`src/rtl/mem_ctrl_pkg.sv`:
```
// Shared encodings for the memory command sequencer and the hexDisplay stage.
// ERROR is all-zero so the display falls back to its default pattern.
package mem_ctrl_pkg;

  localparam int STATE_W = 12;
  localparam int DATA_W  = 16;

  localparam logic [11:0] ST_IDLE       = 12'h001;
  localparam logic [11:0] ST_READ_ST0   = 12'h002;
  localparam logic [11:0] ST_READ_ST1   = 12'h004;
  localparam logic [11:0] ST_READ_ST2   = 12'h008;
  localparam logic [11:0] ST_READ_WAIT  = 12'h010;
  localparam logic [11:0] ST_READ_DONE  = 12'h020;
  localparam logic [11:0] ST_WRITE_ST0  = 12'h040;
  localparam logic [11:0] ST_WRITE_ST1  = 12'h080;
  localparam logic [11:0] ST_WRITE_ST2  = 12'h100;
  localparam logic [11:0] ST_WRITE_ST3  = 12'h200;
  localparam logic [11:0] ST_WRITE_ST4  = 12'h400;
  localparam logic [11:0] ST_WRITE_WAIT = 12'h800;
  localparam logic [11:0] ST_ERROR      = 12'h000;

  function automatic logic is_wait(input logic [11:0] s);
    return (s == ST_READ_WAIT) || (s == ST_WRITE_WAIT);
  endfunction

  function automatic logic is_busy(input logic [11:0] s);
    return !((s == ST_IDLE) || (s == ST_READ_DONE) || (s == ST_ERROR));
  endfunction

  function automatic int cnt_width(input int a, input int b);
    int m;
    m = (a > b) ? a : b;
    return $clog2(m + 1);
  endfunction

endpackage

```
`src/rtl/mem_ctrl_fsm_step_timer.sv`:
```
// Loadable down-counter; done is high on the last cycle of the loaded interval.
module step_timer #(
  parameter int CNT_W = 8
) (
  input  logic             clk,
  input  logic             rst_n,
  input  logic             load,
  input  logic [CNT_W-1:0] load_val,
  output logic             done
);

  logic [CNT_W-1:0] cnt;

  always_ff @(posedge clk or negedge rst_n) begin
    if (!rst_n) begin
      cnt <= '0;
    end else if (load) begin
      cnt <= load_val;
    end else if (cnt != '0) begin
      cnt <= cnt - CNT_W'(1);
    end
  end

  assign done = (cnt <= CNT_W'(1));

endmodule

```
`src/rtl/mem_ctrl_fsm.sv`:
```
// One-hot command sequencer driving a req/ack memory port; state and read
// data feed the hexDisplay stage directly.
module mem_ctrl_fsm
  import mem_ctrl_pkg::*;
#(
  parameter int ADDR_W         = 8,
  parameter int STEP_CYCLES    = 1,
  parameter int TIMEOUT_CYCLES = 1024
) (
  input  logic              clk,
  input  logic              rst_n,
  input  logic              rd_go,
  input  logic              wr_go,
  input  logic              clr,
  input  logic [ADDR_W-1:0] addr_in,
  input  logic [15:0]       wdata_in,
  output logic [ADDR_W-1:0] mem_addr,
  output logic [15:0]       mem_wdata,
  output logic              mem_req,
  output logic              mem_we,
  input  logic              mem_ack,
  input  logic [15:0]       mem_rdata,
  output logic [11:0]       state,
  output logic [15:0]       rd_data,
  output logic              busy,
  output logic              err
);

  localparam int CNT_W = cnt_width(STEP_CYCLES, TIMEOUT_CYCLES);
  localparam logic [CNT_W-1:0] STEP_V    = CNT_W'(STEP_CYCLES);
  localparam logic [CNT_W-1:0] TIMEOUT_V = CNT_W'(TIMEOUT_CYCLES);

  logic [11:0]       next_state;
  logic [ADDR_W-1:0] addr_lat;
  logic [15:0]       wdata_lat;
  logic              tmr_done;
  logic              tmr_load;
  logic [CNT_W-1:0]  tmr_val;

  always_comb begin
    next_state = state;
    case (state)
      ST_IDLE: begin
        if (rd_go)      next_state = ST_READ_ST0;
        else if (wr_go) next_state = ST_WRITE_ST0;
      end
      ST_READ_DONE: begin
        if (rd_go)      next_state = ST_READ_ST0;
        else if (wr_go) next_state = ST_WRITE_ST0;
        else if (clr)   next_state = ST_IDLE;
      end
      ST_READ_ST0:   if (tmr_done) next_state = ST_READ_ST1;
      ST_READ_ST1:   if (tmr_done) next_state = ST_READ_ST2;
      ST_READ_ST2:   if (tmr_done) next_state = ST_READ_WAIT;
      ST_READ_WAIT: begin
        if (mem_ack)       next_state = ST_READ_DONE;
        else if (tmr_done) next_state = ST_ERROR;
      end
      ST_WRITE_ST0:  if (tmr_done) next_state = ST_WRITE_ST1;
      ST_WRITE_ST1:  if (tmr_done) next_state = ST_WRITE_ST2;
      ST_WRITE_ST2:  if (tmr_done) next_state = ST_WRITE_ST3;
      ST_WRITE_ST3:  if (tmr_done) next_state = ST_WRITE_ST4;
      ST_WRITE_ST4:  if (tmr_done) next_state = ST_WRITE_WAIT;
      ST_WRITE_WAIT: begin
        if (mem_ack)       next_state = ST_IDLE;
        else if (tmr_done) next_state = ST_ERROR;
      end
      ST_ERROR:      if (clr) next_state = ST_IDLE;
      default:       next_state = ST_IDLE;
    endcase
  end

  // One timer serves both the ST dwell and the WAIT timeout; it reloads on
  // every state change so it always counts cycles spent in the current state.
  always_comb begin
    tmr_load = (next_state != state);
    tmr_val  = is_wait(next_state) ? TIMEOUT_V : STEP_V;
  end

  step_timer #(
    .CNT_W(CNT_W)
  ) u_step_timer (
    .clk      (clk),
    .rst_n    (rst_n),
    .load     (tmr_load),
    .load_val (tmr_val),
    .done     (tmr_done)
  );

  // Outputs are registered from next_state so they line up with state.
  always_ff @(posedge clk or negedge rst_n) begin
    if (!rst_n) begin
      state     <= ST_IDLE;
      mem_req   <= 1'b0;
      mem_we    <= 1'b0;
      busy      <= 1'b0;
      err       <= 1'b0;
      rd_data   <= '0;
      mem_addr  <= '0;
      mem_wdata <= '0;
    end else begin
      state   <= next_state;
      mem_req <= is_wait(next_state);
      mem_we  <= (next_state == ST_WRITE_ST4) || (next_state == ST_WRITE_WAIT);
      busy    <= is_busy(next_state);
      err     <= (next_state == ST_ERROR);
      if ((state == ST_READ_WAIT) && mem_ack) rd_data <= mem_rdata;
      if ((state == ST_READ_ST1) || (state == ST_WRITE_ST2)) mem_addr <= addr_lat;
      if (state == ST_WRITE_ST2) mem_wdata <= wdata_lat;
    end
  end

  always_ff @(posedge clk) begin
    if ((state == ST_READ_ST0) || (state == ST_WRITE_ST0)) addr_lat <= addr_in;
    if (state == ST_WRITE_ST1) wdata_lat <= wdata_in;
  end

endmodule

```
`config.mk`:
```
export PLATFORM = sky130hd
export DESIGN_NAME = mem_ctrl_fsm
export DESIGN_NICKNAME = d
export VERILOG_FILES = /design/src/rtl/mem_ctrl_pkg.sv /design/src/rtl/mem_ctrl_fsm_step_timer.sv /design/src/rtl/mem_ctrl_fsm.sv
export SDC_FILE = /design/constraint.sdc
export NUM_CORES = 1
export LEC_CHECK = 0
export CAP_MARGIN = 20
export CORE_MARGIN = 4
export CORE_UTILIZATION = 50
export DETAILED_ROUTE_END_ITERATION = 12
export PLACE_DENSITY = 0.8
export SYNTH_ARGS = -nofsm -noshare
export SYNTH_HDL_FRONTEND = slang
export SYNTH_SLANG_ARGS = --single-unit
```
`constraint.sdc`:
```
create_clock -name clk -period 4.1 [get_ports clk]
set_input_delay 1.025 -clock clk [delete_from_list [all_inputs] [get_ports clk]]
set_output_delay 1.025 -clock clk [all_outputs]
set_load 0.05 [all_outputs]
```
==> results of run 1 <==
-- worst reg2reg max path, stage by stage (launching register included) --
cell and delay [ns]:
dfrtp_1 0.50, or4_1 0.74, or4_4 0.57, a221o_1 0.32
nor4_2 0.35, o211ai_1 0.19, nor4_2 0.18, o211ai_1 0.44
mux2i_1 0.24
-- worst paths after layout --
kind / endpoint / slack [ns] / depth (start not counted)
max reg2reg: u_step_timer.cnt[0] / 0.43 / 8
min: mem_addr[3] / 0.49 / 1
min reg2reg: mem_addr[3] / 0.49 / 1
max: u_step_timer.cnt[0] / 0.43 / 8
max in group asynchronous: busy / 2.87 / 3
min in group asynchronous: mem_wdata[14] / 0.52 / 1
-- metrics by stage --
stage	hold WS [ns]	instances	setup slack (ns)	instance area [µm²]	utilization [%]
finish	0.486	585	0.434	5700	69.1
global route	0.501	585	0.271	5700	69.1
CTS	0.488	584	0.429	5680	68.8
detailed placement	0.461	568	0.353	5470	66.2
global placement	0.457	568	0.506	5470	66.2
floorplan	0.454	362	0.875	4260	-
-- routing by layer --
metal  vias up  global-route usage [%]  share of wire (%)
li1       1572                       -                  -
met1      1611                    26.5                 41
met2       155                    35.0                 49
met3        24                    5.77                7.7
met4         0                    8.39                2.3
met5         -                       0                  0
-- logic make-up after synthesis --
kind of cell / Yosys count
xor+xnor: 16
flops: 91
mux: 43
fa+ha+maj: 3
simple gates: 117
buf+inv: 33
compound gates: 59
-- flip-flops by register name, summed over array words and instances (netlist names) --
signal / cells
state: 12
busy: 1
mem_we: 1
u_step_timer.cnt: 11
err: 1
wdata_lat: 16
addr_lat: 8
mem_addr: 8
mem_wdata: 16
mem_req: 1
rd_data: 16
-- synth_stat cells, drive strengths merged, types with 8 or more instances --
library cell / count
clkbuf: 15
nor4: 11
inv: 12
nor2: 32
edfxtp: 24
xnor2: 8
mux2: 40
o21ai: 14
a21oi: 8
xor2: 8
dfrtp: 66
nor3: 15
nand2: 12
-- final cells by class --
| class | count | area (µm²) | area share (%) |
|---|---|---|---|
| inverter | 12 | 45.0 | 0.790 |
| tap | 105 | 131 | 2.30 |
| timing repair buffer | 123 | 1180 | 20.8 |
| multi-input combinational | 238 | 1730 | 30.3 |
| clock buffer | 9 | 124 | 2.17 |
| clock inverter | 7 | 92.6 | 1.62 |
| sequential | 91 | 2400 | 42.0 |
-- power by group through the flow --
stage          clock (µW)  combinational, µW  sequential [µW]
2_1_floorplan           0               1300             1930
3_3_place_gp            0               2650             1360
3_5_place_dp            0               2680             1360
4_1_cts               653               2690             1350
5_1_grt               686               2890             1380
6_report              636               2700             1350
==> results.yml, run 1 <==
min_path:
  min_path_type: "reg2reg"
  holdCritStartpoint: "addr_lat[3]"
die:
  start_util_pct: 51.6
  die_y_um: 100
  ios: 102
  rows: 33
  dieArea_um2: 10100
  coreArea_um2: 8260
  die_x_um: 100
clocking:
  clk_pin_slew_ns: 0.10
  tritoncts: "done"
  cts_hold_buf: 0
  h-tree-depth: 3
  ctsResizeCount: 0
  root_buffer: "clkbuf_8"
  cts_buffer_depth: 2
  worstSkewPairLatency_ns: 0.36
  cts_setup_buffers: 0
  numClockSinks: 91
  cts-buffers-inserted: 9
detailed_routing:
  drc: 0
  drt-total-wl_mm: 10.4
  post_drt_wl_per_cell_um: 17.8
  vias: 3362
  viasPerCell: 5.75
  ant_nets: 0
  drt_first_iter_violations: 157
  first_pass_iters: 5
pwr:
  p_total_uw: 4680
  power_density_nw_per_um2: 820
  switching_share_pct: 46.8
  power_frac_clock_pct: 13.6
  leakagePower_uw: 0.00248
  combPwrFrac_pct: 57.6
  netSwitchingPower_uw: 2190
  p_int_uw: 2490
  p_seq_share_pct: 28.8
  ir_worst_vdd_v: 0.000484
synth:
  yosys_warnings: 0
  netlist_area_um2: 4260
  synth_cell_types: 56
  synthFlopType: "dfrtp_1"
  synth_top_family_by_area: "simple AND/OR/NAND/NOR gates"
  synth_top_area_share_pct: 38.8
  synth-compound-area-share_pct: 9.49
  synth_nets: 411
  yosys.area.top_type: "dfrtp_1"
  synth-xor-area-share_pct: 3.29
  synth-simple-area-share_pct: 15.5
  ys_ff_latch: 91
  synth_area_leaders: "dfrtp_1 (39%), edfxtp_1 (17%), mux2_2 (11%)"
  synthMuxAreaShare_pct: 11.3
  ys_seq_area_share_pct: 56.3
  synth_fa_ha_area_share_pct: 0.881
  synth_edf_count: 24
  synth.avg_cell_area_um2: 11.8
  async_reset_ff_share_pct: 73.6
  netlist_instances: 362
cells_and_area:
  drive_above_1_share_pct: 18.8
  n_antenna_cell: 0
  fin_nets: 524
  fillers: 606
  layout_commonest_cell: "clkdlybuf4s50_1"
  mostFrequentLayoutCells: "clkdlybuf4s50_1 (100), dfrtp_1 (66), mux2_2 (40)"
  area_growth_pct: 33.9
sta:
  post-route-period-util_pct: 89.4
  layout_min_cycle_time_ns: 3.67
  drv_slew: 0
  finalHoldViolations: 0
  max_slew.worst_pin.slew_ns: 1.01
  fin_tns_setup_ns: 0
  fin_worst_skew_ns: 0.0164
  fmax_mhz: 273
  relSlewSlack_pct: 32.7
  finalSetupViolations: 0
  rsz0062_at_grt: "false"
worst_setup_path:
  critPathKind: "reg2reg"
  cpMaxStageDelayCell: "or4_1"
  critPathTopFamily: "simple AND/OR/NAND/NOR gates"
  worstPathCellList: "or4_1 -> or4_4 -> a221o_1 -> nor4_2 -> o211ai_1 -> nor4_2 -> o211ai_1 -> mux2i_1"
  cp-startpoint: "state[9]"
  critical-path-max-stage-delay_ns: 0.74
  rr_startpoint: "state[9]"
  crit_path_end_kind: "flop"
  crit_arrival_ns: 3.86
  worst_ep_required_time_ns: 4.30
  crit_path_start_kind: "flop"
  crit_fanout: 12
  path_buf_inv: 0
global_route:
  grt_pass1_vias: 3455
  grt_pass1_wl_mm: 16.9
  grt_max_degree: 47
  grt_util_all_layers_pct: 21.2
  grt-ovfl-total: 0
  antenna_found_initial: 0
placement:
  place_congestion: 0.991
  place_hpwl_mm: 7.51
  io_buffers: 101
flow_run:
  maxCapViolations: 0
status:
  status: "finished clean"
No activity file was read; power rests on OpenSTA's default activity.
==> inputs of run 2 (changes only) <==
Settings changed: SLEW_MARGIN from default to 20.
==> results.yml, run 2 (synthesis gave the netlist of run 1 again) <==
status:
  status: "finished clean"
worst_setup_path:
  cpMaxStageDelayCell: "or4_1"
  crit_arrival_ns: 3.83
  r2r_cells: 8
  crit_path_end_kind: "flop"
  crit_fanout: 12
  critical-path-max-stage-delay_ns: 0.73
  path_depth: 8
  cp-startpoint: "state[9]"
  critPathTopFamily: "simple AND/OR/NAND/NOR gates"
  reg2reg_to: "u_step_timer.cnt[0]"
  path_buf_inv: 0
  ff2ff_setup_slack_ns: 0.47
  rr_startpoint: "state[9]"
  worst_ep_required_time_ns: 4.30
  worstPathCellList: "or4_1 -> or4_4 -> a221o_1 -> nor4_2 -> o211ai_1 -> nor4_2 -> o211ai_1 -> mux2i_1"
  critPathKind: "reg2reg"
  crit_path_start_kind: "flop"
detailed_routing:
  vias: 3337
  drt_first_iter_violations: 163
  ant_nets: 0
  drt-total-wl_mm: 10.3
  drc: 0
  first_pass_iters: 4
  post_drt_wl_per_cell_um: 17.7
  viasPerCell: 5.71
cells_and_area:
  stdcell_count: 584
  n_antenna_cell: 0
  drive_above_1_share_pct: 18.6
  reg_top3: "mem_wdata: 16 flops, rd_data: 16 flops, wdata_lat: 16 flops"
  mostFrequentLayoutCells: "clkdlybuf4s50_1 (100), dfrtp_1 (66), mux2_2 (40)"
  area_growth_pct: 33.5
  fin_area_um2: 5690
  layout_commonest_cell: "clkdlybuf4s50_1"
  fin_nets: 523
clocking:
  tritoncts: "done"
  ctsResizeCount: 0
  cts_buffer_depth: 2
  root_buffer: "clkbuf_8"
  cts_hold_buf: 0
  cts-buffers-inserted: 9
  worstSkewPairLatency_ns: 0.36
  h-tree-depth: 3
  clk_pin_slew_ns: 0.10
  cts_setup_buffers: 0
  numClockSinks: 91
min_path:
  holdCritStartpoint: "addr_lat[3]"
  holdPathEnd: "mem_addr[3]"
  min_path_cells: 1
  min_path_type: "reg2reg"
die:
  die_x_um: 100
  coreArea_um2: 8260
  ios: 102
  rows: 33
  dieArea_um2: 10100
  die_y_um: 100
  start_util_pct: 51.6
placement:
  io_buffers: 101
  place_hpwl_mm: 7.51
  dp_cells: 568
  place_area_um2: 5470
  place_congestion: 0.991
  place_ws_ns: 0.353
sta:
  max_slew.worst_pin.slew_ns: 1.00
  post-route-period-util_pct: 88.6
  relSlewSlack_pct: 32.7
  setup_slack_ns: 0.469
  fin_tns_setup_ns: 0
  layout_min_cycle_time_ns: 3.63
  finalHoldViolations: 0
  finalSetupViolations: 0
  drv_slew: 0
  rsz0062_at_grt: "false"
  fin_worst_skew_ns: 0.0166
  fmax_mhz: 275
global_route:
  grt_pass1_vias: 3455
  grt_pass1_wl_mm: 16.9
  grt_util_all_layers_pct: 21.2
  grt_max_degree: 47
  antenna_found_initial: 0
  grt-ovfl-total: 0
pwr:
  leakagePower_uw: 0.00247
  power_density_nw_per_um2: 822
  ir_worst_vdd_v: 0.000483
flow_run:
  maxCapViolations: 0
run 2: cell types whose count changed in the layout (fill, tap and decap cells not counted):
cell	delta
buf_4	+1
buf_2	-1
buf_12	-1
run 2: stage by stage:
stage | utilization [%] | hold slack, ns | power (µW)
2_1_floorplan | - | 0.454 | 3220
3_3_place_gp | 66.2 | 0.457 | 4000
3_5_place_dp | 66.2 | 0.461 | 4040
4_1_cts | 68.8 | 0.488 | 4690
5_1_grt | 68.9 | 0.501 | 4950
6_report | 68.9 | 0.486 | 4670
run 2: metal layers:
metal | vias to the layer above | GRT usage, % | part of all wire, %
met3 | 24 | 5.77 | 8.3
met1 | 1595 | 26.5 | 40
met2 | 155 | 35.0 | 50
met5 | - | 0 | 0
li1 | 1563 | - | -
met4 | 0 | 8.39 | 2.4
run 2: worst max-delay path by stage:
stage / to
floorplan: u_step_timer.cnt[0]
global route: u_step_timer.cnt[0]
finish: u_step_timer.cnt[0]
CTS: u_step_timer.cnt[0]
detailed placement: u_step_timer.cnt[0]
global placement: u_step_timer.cnt[0]
run 2: worst reg2reg max path, cell delays in order, from the launching register on:
cell	delay (ns)
dfrtp_1	0.50
or4_1	0.73
or4_4	0.57
a221o_1	0.32
nor4_2	0.34
o211ai_1	0.18
nor4_2	0.17
o211ai_1	0.44
mux2i_1	0.24
run 2: layout make-up:
class	count	area, µm²
Clock buffer	9	124
Tap cell	105	131
Timing Repair Buffer	122	1170
Multi-Input combinational cell	238	1730
Clock inverter	7	92.6
Sequential cell	91	2400
Inverter	12	45.0
Fill cell	608	2570
run 2: power breakdown:
| part | leakage [µW] | total, µW | switching (µW) | internal [µW] |
|---|---|---|---|---|
| logic | 0.00123 | 2690 | 1690 | 993 |
| registers | 0.00113 | 1350 | 152 | 1200 |
| clock network | 0.000109 | 638 | 340 | 298 |
==> inputs of run 3 (changes only) <==
Settings changed: CORE_UTILIZATION 50 to 25, PLACE_DENSITY 0.8 to default.
Clock period 4.1 ns to 3.1 ns, I/O delays scaled along.
==> results.yml, run 3 (synthesis gave the netlist of run 1 again) <==
status:
  status: "finished clean"
worst_setup_path:
  critPathKind: "reg2reg"
  ff2ff_setup_slack_ns: 0.12
  worst_ep_required_time_ns: 3.31
  worstPathCellList: "or4_4 -> or4_4 -> a221o_1 -> nor4_2 -> o211ai_1 -> nor4_2 -> o211ai_1 -> buf_4 -> mux2i_1"
  path_buf_inv: 1
  cpMaxStageDelayCell: "or4_4"
  crit_fanout: 11
  crit_path_start_kind: "flop"
  critical-path-max-stage-delay_ns: 0.57
  crit_arrival_ns: 3.20
  crit_path_end_kind: "flop"
  critPathTopFamily: "simple AND/OR/NAND/NOR gates"
sta:
  fin_worst_skew_ns: 0.00841
  finalHoldViolations: 0
  drv_slew: 0
  rsz0062_at_grt: "false"
  fmax_mhz: 335
  setup_slack_ns: 0.116
  relSlewSlack_pct: 54.3
  fin_tns_setup_ns: 0
  finalSetupViolations: 0
  post-route-period-util_pct: 96.3
  layout_min_cycle_time_ns: 2.98
  max_slew.worst_pin.slew_ns: 0.686
flow_run:
  maxCapViolations: 0
cells_and_area:
  fillers: 1630
  stdcell_count: 714
  n_antenna_cell: 0
  multi_input_area_um2: 1730
  reg_top3: "mem_wdata: 16 flops, rd_data: 16 flops, wdata_lat: 16 flops"
  post-route-util_pct: 36.4
  drive_above_1_share_pct: 21.5
  fin_area_um2: 6050
  area_growth_pct: 42.2
  layout_commonest_cell: "clkdlybuf4s50_1"
  mostFrequentLayoutCells: "clkdlybuf4s50_1 (100), dfrtp_1 (65), mux2_2 (40)"
  seq_area_um2: 2400
  fin_nets: 538
detailed_routing:
  drt-total-wl_mm: 11.7
  viasPerCell: 4.75
  first_pass_iters: 4
  drt_first_iter_violations: 219
  vias: 3393
  drc: 0
  post_drt_wl_per_cell_um: 16.4
  ant_nets: 0
die:
  ios: 102
  die_x_um: 139
  rows: 47
  start_util_pct: 25.6
  coreArea_um2: 16600
  die_y_um: 139
  dieArea_um2: 19200
clocking:
  cts_setup_buffers: 0
  clk_pin_slew_ns: 0.06
  h-tree-depth: 3
  worstSkewPairLatency_ns: 0.34
  cts_buffer_depth: 2
  cts_hold_buf: 0
  tritoncts: "done"
  root_buffer: "clkbuf_16"
  numClockSinks: 91
  cts-buffers-inserted: 9
global_route:
  antenna_found_initial: 0
  grt_max_degree: 40
  grt_util_all_layers_pct: 12.3
  top_usage_layer: "met2"
  grt_use_met3_pct: 3.63
  grt_pass1_wl_mm: 19.1
  use_met1_pct: 15.3
  grt-ovfl-total: 0
  grt_pass1_vias: 3589
  gr-usage-met2_pct: 20.7
placement:
  place_area_um2: 5740
  dp_cells: 698
  place_congestion: 0.965
  place_hpwl_mm: 8.64
  io_buffers: 101
  place_ws_ns: -0.00719
pwr:
  leakagePower_uw: 0.00259
  ir_worst_vdd_v: 0.000635
  power_density_nw_per_um2: 1110
min_path:
  min_path_type: "in2async"
## run 3: metal layers
metal  vias to the layer above  share of wire [%]
li1                       1593                  -
met1                      1659                 42
met2                       124                 51
met3                        17                6.2
met4                         0                1.5
met5                         -                  0
## run 3: worst paths after layout
kind,start,end,cells past startpoint
min in group clk,wdata_lat[3],mem_wdata[3],1
max,state[9],u_step_timer.cnt[10],9
max reg2reg,state[9],u_step_timer.cnt[10],9
min reg2reg,wdata_lat[3],mem_wdata[3],1
min,rst_n,mem_wdata[12],1
max in group asynchronous,rst_n,state[0],2
## run 3: metrics by stage
stage / power (µW) / hold slack [ns]
floorplan: 4260 / 0.454
global placement: 5580 / 0.458
detailed placement: 5620 / 0.464
CTS: 6770 / 0.485
global route: 7180 / 0.497
finish: 6730 / 0.480
## run 3: cell type report
| cell class | instances | area share [%] |
|---|---|---|
| sequential | 91 | 39.6 |
| clock buffer | 11 | 4.17 |
| clock inverter | 5 | 0.992 |
| timing repair buffer | 137 | 21.3 |
| tap | 220 | 4.55 |
| inverter | 12 | 0.744 |
| multi-input combinational | 238 | 28.6 |
## run 3: what timing repair did
action                     4_1_cts  5_1_grt
hold endpoints to repair         0        0
setup endpoints to repair        0        6
resized for setup                0        4
## run 3: where the power goes
part / internal, µW / total (µW) / switching [µW]
Clock: 671 / 1110 / 442
Sequential: 1580 / 1770 / 181
Combinational: 1510 / 3860 / 2350
==> variant 1: new RTL, settings of run 3 <==
Set the parameter `ADDR_W` to 9 (it was 8).
--- a/src/rtl/mem_ctrl_fsm.sv
+++ b/src/rtl/mem_ctrl_fsm.sv
@@ -5,3 +5,3 @@
 #(
-  parameter int ADDR_W         = 8,
+  parameter int ADDR_W         = 9,
   parameter int STEP_CYCLES    = 1,
Interface: changed (resized addr_in and mem_addr); port bits go from 102 to 104. No check against the original RTL was run, so the function may have changed too.
==> variant 1 against run 3 <==
  * Synthesized cell count rose by 3.6%
  * Critical path depth fell by 1
  * Critical path type is now in -> reg
  * Highest routed layer unchanged
  * Final area rose by 5.8%
  * Worst setup slack got worse by 0.052 ns
  * Combinational power fell by 22%
  * Synthesized area rose by 3.8%
  * Largest cell class unchanged
  * Routed wire length rose by 7.8%
  * Clock skew fell by 0.00065 ns
  * Sequential cell count rose by 2
  * First-iteration DRC count rose by 18%
  * Total power fell by 13%
==> variant 1: results (changes against run 3) <==
stage,metric,value,unit,change
global_routing,first-pass GRT wire length,20600,um,was 19100 um
synth,most frequent cells after synthesis,"dfrtp_1, mux2_2, nor2_1, edfxtp_1, nand2_1",,"was dfrtp_1, mux2_2, nor2_1, edfxtp_1"
critical_path,Worst Path Max Fanout,3,,was 11
synth,#FFs+latches synth,93,,was 91
placed_design,post-detail-place hpwl,9190,um,was 8640 um
final_layout,Non-Filler Instances,751,,was 714
synth,syn_area_per_cell,11.8,um2,about the same
critical_path,Max stage delay on crit path,0.42,ns,was 0.57 ns
synth,"Seq/Total Area, Yosys",55.5,%,was 56.3%
global_routing,GRT Util Overall,13.0,%,was 12.3%
final_layout,nets@finish,571,,was 538
sta,worst slew pin tran,0.899,ns,was 0.686 ns
synth,number of synthesized flops with an enable pin,25,,was 24
sta,Clock Skew,0.00776,ns,was 0.00841 ns
routing,Iteration-0 DRC Markers,258,,was 219
placed_design,IO Port Bufs,103,,was 101
min_path,worst hold path class,reg -> reg,,was in -> async
global_routing,largest net degree at the start of global routing,69,,was 40
power_and_ir_drop,Peak VDD IR,430,uV,was 635 uV
critical_path,WP data arrival,3.26,ns,was 3.20 ns
critical_path,crit path from,mem_ack,,was state[9]$_DFF_PN0_
status,status,completed,,unchanged
routing,Wirelength per Cell,16.8,um,was 16.4 um
synth,largest cells by area after synthesis,"dfrtp_1, edfxtp_1, mux2_2",,unchanged
critical_path,CP max stage cell,a2111o_1,,was or4_4
final_layout,share of cells above drive strength 1,25.3,%,was 21.5%
placed_design,placed insts,735,,was 698
-- variant 1: per-layer routing --
metal  wire, um  global-route usage, %  up-vias
met1       5660                   17.7     1755
met5          0                      0        -
li1           -                      -     1690
met3        933                   3.77       22
met2       5740                   19.6      151
met4        259                   5.00        0
-- variant 1: final timing paths --
path | endpoint | slack [ns] | depth (start not counted)
setup / recovery | u_step_timer.cnt[10]$_DFFE_PN0P_ | 0.06 | 8
hold / removal | mem_addr[4]$_DFFE_PN0P_ | 0.48 | 1
setup reg to reg | u_step_timer.cnt[10]$_DFFE_PN0P_ | 0.12 | 8
hold reg to reg | mem_addr[4]$_DFFE_PN0P_ | 0.48 | 1
max in group asynchronous | state[8]$_DFF_PN0_ | 1.90 | 1
min in group asynchronous | rd_data[10]$_DFFE_PN0P_ | 0.57 | 1
-- variant 1: cell type report --
class | instances | area [um2]
clock buffers | 12 | 246
clock inverters | 4 | 48.8
fillers | 1701 | 10900
inverters | 11 | 41.3
multi-input cells | 250 | 1880
flip-flops and latches | 93 | 2460
well taps | 225 | 282
repair buffers | 156 | 1450
-- variant 1: power by group --
part	internal [uW]	total (uW)	switching [uW]
Sequential	1550	1710	163
Clock	645	1100	455
Combinational	1180	3030	1850
Total	3380	5840	2460
-- variant 1: stage by stage --
stage / util, % / total power (uW) / setup WS (ns) / instance area [um2]
2_1_floorplan: - / 3570 / -0.0493 / 4430
4_1_cts: 36.9 / 5860 / 0.0406 / 6380
5_1_grt: 37.0 / 6150 / 0.00274 / 6410
3_3_place_gp: 35.1 / 4700 / -0.626 / 6070
3_5_place_dp: 35.1 / 4690 / -0.637 / 6070
6_report: 37.0 / 5840 / 0.0646 / 6410
==> variant 2: new RTL, flow settings as in run 3 <==
Made on the original files. Remove the register `err`: a continuous assignment takes its place, so the output `err` follows one clock earlier.
--- a/src/rtl/mem_ctrl_fsm.sv
+++ b/src/rtl/mem_ctrl_fsm.sv
@@ -96,3 +96,2 @@
       busy      <= 1'b0;
-      err       <= 1'b0;
       rd_data   <= '0;
@@ -105,3 +104,2 @@
       busy    <= is_busy(next_state);
-      err     <= (next_state == ST_ERROR);
       if ((state == ST_READ_WAIT) && mem_ack) rd_data <= mem_rdata;
@@ -111,2 +109,4 @@
   end
+
+  assign err = (next_state == ST_ERROR);
 
Formal check against the unedited RTL: same outputs for any inputs over 10 cycles, from zero or initial values and one cycle with rst_n low; that may be too few to reach the edited logic, so the function may still have changed.
==> variant 2 against run 3 <==
  * The flow now finishes with violations (setup timing)
  * Sequential cell count is 1 lower
  * Final area is 8.7% higher
  * Clock power is 9% higher
  * Synthesized area is 0.59% lower
  * Worst setup slack worse by 0.89 ns
  * Register-to-register slack worse by 0.35 ns
  * Utilization is 3.3 points higher
  * Worst hold slack worse by 0.026 ns
  * Routed wire length is 7.2% higher
  * Total power is 17% higher
  * Largest cell class unchanged
==> variant 2: results (changes against run 3) <==
stage,metric,value,unit,change
synth,Post-Syn Nets,410,,was 411
placed_design,pre-CTS setup slack,-0.881,ns,was -0.00719 ns
final_layout,non-clk buf share,25.8,%,was 21.3%
global_routing,largest net degree at the start of global routing,43,,was 40
global_routing,GRT Util Overall,13.2,%,was 12.3%
power_and_ir_drop,Peak VDD IR,782,uV,was 635 uV
sta,"Setup violations, final",12,,was 0
final_layout,nets@finish,589,,was 538
global_routing,vias in the first global route,3919,,was 3589
synth,adder-cell share of the synthesized area,0.887,%,was 0.881%
synth,ys async rst share,73.3,%,was 73.6%
sta,final setup margin,-0.779,ns,was 0.116 ns
critical_path,Max stage delay on crit path,0.54,ns,was 0.57 ns
status,violated checks,setup timing,,
status,status,"finished, violations left",,was completed
placed_design,dpl cell area,6140,um2,was 5740 um2
final_layout,filler cell count,1586,,was 1630
synth,syn_area_per_cell,11.7,um2,was 11.8 um2
final_layout,share of cells above drive strength 1,34.1,%,was 21.5%
final_layout,fraction of area in multi-input gates,28.0,%,was 28.6%
synth,Synth Area in XOR/XNOR,3.31,%,was 3.29%
global_routing,met3 Usage GRT,4.39,%,was 3.63%
synth,largest cells by area after synthesis,"dfrtp_1, edfxtp_1, mux2_2",,unchanged
sta,Clock Skew,0.0107,ns,was 0.00841 ns
routing,Wirelength per Cell,16.4,um,about the same
placed_design,GPL Wtd Cong,0.914,,was 0.965
synth,area fraction in compound gates after synthesis,9.54,%,was 9.49%
clock_tree,"Setup Fix Bufs, Post-CTS",3,,was 0
routing,metal2 WL,6300,um,was 5910 um
-- variant 2: worst paths after layout --
| kind | start | end | slack (ns) | cells after the start |
|---|---|---|---|---|
| setup / recovery | state[3]$_DFF_PN0_ | err | -0.78 | 9 |
| hold / removal | rst_n | mem_wdata[1]$_DFFE_PN0P_ | 0.45 | 1 |
| setup reg to reg | state[9]$_DFF_PN0_ | u_step_timer.cnt[10]$_DFFE_PN0P_ | -0.23 | 11 |
| hold reg to reg | wdata_lat[5]$_DFFE_PP_ | mem_wdata[5]$_DFFE_PN0P_ | 0.48 | 1 |
| max in group asynchronous | rst_n | rd_data[15]$_DFFE_PN0P_ | 1.99 | 2 |
| min in group clk | wdata_lat[5]$_DFFE_PP_ | mem_wdata[5]$_DFFE_PN0P_ | 0.48 | 1 |
-- variant 2: power by group --
part	total, uW	leakage [uW]	internal, uW	switching, uW
Clock	1210	0.000160	723	488
Sequential	1730	0.00110	1570	167
Combinational	4910	0.00159	2170	2740
